**config.mk**
```make
export PLATFORM = sky130hd
export DESIGN_NAME = serial_mag_comparator
export DESIGN_NICKNAME = d
export VERILOG_FILES = /design/src/rtl/serial_mag_comparator.sv
export SDC_FILE = /design/constraint.sdc
export NUM_CORES = 1
export LEC_CHECK = 0
export CORE_MARGIN = 2
export CORE_UTILIZATION = 51
export CTS_CLUSTER_SIZE = 20
export DETAILED_ROUTE_END_ITERATION = 10
export HOLD_SLACK_MARGIN = 0.02
export PLACE_DENSITY_LB_ADDON = 0.12
export SYNTH_ARGS = -nofsm -noshare
export SYNTH_HDL_FRONTEND = slang
export SYNTH_SLANG_ARGS = --single-unit
```
**constraint.sdc**
```tcl
create_clock -name clk -period 2.7 [get_ports clk]
set_input_delay 0.54 -clock clk [delete_from_list [all_inputs] [get_ports clk]]
set_output_delay 0.54 -clock clk [all_outputs]
set_load 0.005 [all_outputs]
```
**src/rtl/serial_mag_comparator.sv**
```systemverilog
// Bit-serial MSB-first unsigned magnitude comparator with one-hot equal/lesser/greater result.
// Latency: 1 cycle when en=0, else k+1 cycles (k = first differing bit from MSB, WIDTH if equal).
// Backpressure: in_ready only in IDLE; result held in DONE until out_ready.
module serial_mag_comparator #(
    parameter int WIDTH = 4
) (
    input  logic             clk,
    input  logic             rst_n,
    input  logic             in_valid,
    output logic             in_ready,
    input  logic [WIDTH-1:0] a,
    input  logic [WIDTH-1:0] b,
    input  logic             en,
    output logic             out_valid,
    input  logic             out_ready,
    output logic             equal,
    output logic             lesser,
    output logic             greater,
    output logic             busy
);

    localparam int CW = (WIDTH > 1) ? $clog2(WIDTH) : 1;

    typedef enum logic [1:0] {
        IDLE  = 2'd0,
        SHIFT = 2'd1,
        DONE  = 2'd2
    } state_t;

    state_t          state;
    state_t          state_nxt;
    logic [WIDTH-1:0] sa;
    logic [WIDTH-1:0] sb;
    logic [CW-1:0]    cnt;
    logic             sa_msb;
    logic             sb_msb;
    logic             bits_differ;
    logic             last_bit;

    assign sa_msb      = sa[WIDTH-1];
    assign sb_msb      = sb[WIDTH-1];
    assign bits_differ = sa_msb ^ sb_msb;
    assign last_bit    = (cnt == '0);

    always_ff @(posedge clk or negedge rst_n) begin
        if (!rst_n) begin
            state <= IDLE;
        end else begin
            state <= state_nxt;
        end
    end

    always_comb begin
        state_nxt = state;
        case (state)
            IDLE: begin
                if (in_valid) begin
                    state_nxt = en ? SHIFT : DONE;
                end
            end
            SHIFT: begin
                if (bits_differ || last_bit) begin
                    state_nxt = DONE;
                end
            end
            DONE: begin
                if (out_ready) begin
                    state_nxt = IDLE;
                end
            end
            default: state_nxt = IDLE;
        endcase
    end

    always_comb begin
        in_ready  = (state == IDLE);
        out_valid = (state == DONE);
        busy      = (state != IDLE);
    end

    // Flags are only ever set on the SHIFT->DONE transition, so they are zero outside DONE.
    always_ff @(posedge clk or negedge rst_n) begin
        if (!rst_n) begin
            sa      <= '0;
            sb      <= '0;
            cnt     <= '0;
            equal   <= 1'b0;
            lesser  <= 1'b0;
            greater <= 1'b0;
        end else begin
            case (state)
                IDLE: begin
                    if (in_valid) begin
                        sa      <= a;
                        sb      <= b;
                        cnt     <= CW'(WIDTH - 1);
                        equal   <= 1'b0;
                        lesser  <= 1'b0;
                        greater <= 1'b0;
                    end
                end
                SHIFT: begin
                    if (bits_differ) begin
                        greater <= sa_msb;
                        lesser  <= sb_msb;
                    end else if (last_bit) begin
                        equal <= 1'b1;
                    end else begin
                        sa  <= sa << 1;
                        sb  <= sb << 1;
                        cnt <= cnt - 1'b1;
                    end
                end
                DONE: begin
                    if (out_ready) begin
                        equal   <= 1'b0;
                        lesser  <= 1'b0;
                        greater <= 1'b0;
                    end
                end
                default: begin
                    equal   <= 1'b0;
                    lesser  <= 1'b0;
                    greater <= 1'b0;
                end
            endcase
        end
    end

endmodule

```
==> impl_metrics.yaml <==
critical_path:
  worst-path-max-fanout: 7
  criticalPathCategory: "reg2out"
  timing.critical_path.to_type: "primary output"
  cp_required_ns: 2.16
  worst-path-buf-inv: 1
  crit_family: "buffers and inverters"
  cp_peak_stage_delay_ns: 0.58
  timing.critical_path.cells: "nor2_1 -> clkdlybuf4s50_1"
  critical_path.slowest_cell: "sky130_fd_sc_hd__clkdlybuf4s50_1"
  critical_path_launch_point_type: "register"
  worstPathArrival_ns: 1.69
timing:
  totalNegativeSetupSlack_ns: 0
  final_period_minus_worst_setup_slack_ns: 2.23
  grt_setup_unrepaired: "false"
  post-route-period-util_pct: 82.5
  finalHoldViolations: 0
  timing.clock.skew_ns: 0.0105
  worst_margin_pin_slew_ns: 0.661
  timing.slew.headroom_pct: 55.8
  timing.final.max_slew_violations: 0
  timing.final.setup_violations: 0
  clock.fmax_mhz: 449
  timing.hold.ws_ns: 0.516
yosys:
  netlist_instances: 68
  synth.area.mux_share_pct: 19.1
  ys.warnings.count: 0
  yosys_register_bits: 15
  synth_compound_gate_area_share_pct: 13.2
  synth_sequential_area_ratio_pct: 47.3
  yosys.area_share.xor_xnor_pct: 1.10
  syn_area_per_cell_sq_um: 11.7
  syn_nets: 82
  synthSimpleGateAreaFrac_pct: 9.31
  netlist_area_sq_um: 793
  dominant_combinational_cell_family_by_area_after_synthesis: "multiplexers"
  post_synthesis_share_of_cell_area_spent_on_full_adders_half_adders_and_majority_gates_pct: 2.84
  synthDistinctLibCells: 26
global_routing:
  first_global_vias: 521
  antenna_violations_before_repair: 0
  overflow: 0
  pin_count_of_the_biggest_net_entering_global_routing: 16
  grt_pass1_wl_um: 2490
  grt_use_total_pct: 19.4
outcome:
  outcome: "finished, final reports clean"
routing:
  vias: 570
  detail_route.vias_per_cell: 5.48
  drt_drc_violations_left: 0
  post_drt_wl_per_cell_um: 14.0
  postRouteAntennaNets: 0
  drt-initial-drc-count: 3
  routed_wire_length_um: 1460
  drt_pass1_iterations: 4
layout:
  final.fill_count: 124
  synthToLayoutAreaGrowth_pct: 25.9
  drive_above_1_share_pct: 19.3
  layout.nets: 103
  antenna_cells_inserted: 0
placement:
  port_buffers: 18
  dp_hpwl_um: 1070
  finalWeightedCongestion: 0.715
power_and_ir_drop:
  clkPwrFrac_pct: 13.2
  combPwrFrac_pct: 47.3
  leakagePower_nw: 0.447
  vdd_drop_max_mv: 0.560
  power.switching_fraction_pct: 34.8
  seq_power_share_pct: 39.5
  power.net_switching_w: 0.000355
  power_density_mw_per_mm2: 1020
  p_int_w: 0.000666
clock_network:
  clock_path_buffers: 2
  clk_pin_slew_ns: 0.10
  tritoncts_num_sinks: 15
  clock_latency_ns: 0.30
  cts_root_buf: "sky130_fd_sc_hd__clkbuf_4"
  cts_resized: 0
  hold_buf_cts: 0
  htree_levels: 1
  numCtsBuffers: 3
  cts_tree: "built"
  post-cts-setup-buffers: 0
die:
  core_area_sq_mm: 0.00149
  die_h_um: 43.4
  initial_utilization_pct: 53.3
  rows: 14
  floorplan.die_area_sq_mm: 0.00189
  io_pins: 19
  die_w_um: 43.4
min_path:
  min_path_type: "reg2reg"
run:
  maxCapViolCount: 0
[cells in the mapped netlist, drive strengths merged]
| master | number | area [sq um] |
|---|---|---|
| dfrtp | 15 | 375 |
| nand2 | 2 | 7.51 |
| maj3 | 1 | 10.0 |
| a32o | 1 | 10.0 |
| xnor2 | 1 | 8.76 |
| nor3 | 1 | 5.00 |
| o21bai | 1 | 7.51 |
| a31oi | 1 | 6.26 |
| inv | 9 | 33.8 |
| o21ai | 4 | 20.0 |
| a21o | 1 | 8.76 |
| ha | 1 | 12.5 |
| a22o | 2 | 17.5 |
| mux2 | 10 | 131 |
| o32ai | 1 | 8.76 |
| and2 | 1 | 6.26 |
| nor2 | 3 | 11.3 |
| nor2b | 3 | 26.3 |
| a2bb2oi | 2 | 17.5 |
| and3 | 1 | 7.51 |
| mux2i | 2 | 20.0 |
| buf | 2 | 22.5 |
| o311ai | 1 | 8.76 |
| nand3 | 2 | 10.0 |
[path summary, 6_finish.rpt]
| kind | cells past startpoint | from | end | slack (ns) |
|---|---|---|---|---|
| max in group asynchronous | 1 | rst_n | sa[1] | 1.64 |
| min reg2reg | 1 | sa[1] | sa[1] | 0.52 |
| max | 2 | state[0] | in_ready | 0.47 |
| max reg2reg | 3 | state[0] | sa[2] | 0.84 |
| min in group asynchronous | 1 | rst_n | state[1] | 0.63 |
| min | 1 | sa[1] | sa[1] | 0.52 |
[worst register-to-register path: cells and delay by family (launching register included)]
kind / cells / cell delay [ns]
DFF: 1 / 0.46
AOI/OAI and AO/OA: 1 / 0.56
muxes: 1 / 0.35
and+or+nand+nor: 1 / 0.38
[metrics by stage]
stage               power (W)  cell area, sq um  cells  utilization [%]  worst slack [ns]
CTS                   0.00103               998    104             67.1             0.463
floorplan            0.000753               793     68                -              1.26
global route          0.00110               998    104             67.1             0.392
finish                0.00102               998    104             67.1             0.474
global placement     0.000879               971    100             65.2             0.693
detailed placement   0.000897               971    100             65.2             0.633
[flip-flops by register name, summed over array words and instances, names as in the netlist]
| register | count |
|---|---|
| lesser | 1 |
| greater | 1 |
| equal | 1 |
| sb | 4 |
| cnt | 2 |
| sa | 4 |
| state | 2 |
[cell usage in the layout, fill, tap and decap left out, drive strengths merged, types with 3 or more instances in the layout]
master	instances
o21ai	4
dfrtp	15
inv	9
nor2	3
mux2	10
clkdlybuf4s50	18
nor2b	3
clkbuf	3
[area by class of cell]
type                            count  area, sq um  area share (%)
Multi-Input combinational cell     42          362            36.2
Sequential cell                    15          375            37.6
Tap cell                           16         20.0            2.01
Timing Repair Buffer               18          180            18.0
Inverter                            9         33.8            3.38
Clock buffer                        3         22.5            2.26
Clock inverter                      1         5.00           0.501
[logic make-up (layout without fill, tap and decap cells)]
kind of cell / after synthesis / in the layout
buf+inv: 11 / 31
flops: 15 / 15
xor+xnor: 1 / 1
simple gates: 13 / 13
fa+ha+maj: 2 / 2
compound gates: 14 / 14
mux: 12 / 12
[per-layer routing]
layer	vias to the layer above	routed length (um)	GRT usage, %	part of all wire, %
li1	280	-	-	-
met1	270	626	24.0	43
met2	15	690	28.1	47
met3	5	86	6.67	5.9
met4	0	52	14.5	3.6
met5	-	0	0	0
[power groups by stage]
stage	sequential, W	combinational [W]	clock [W]
floorplan	0.000387	0.000367	0
global placement	0.000400	0.000479	0
detailed placement	0.000407	0.000489	0
CTS	0.000403	0.000489	0.000141
global route	0.000416	0.000537	0.000147
finish	0.000403	0.000483	0.000135
Note: power is estimated with default switching activity, not from simulation.
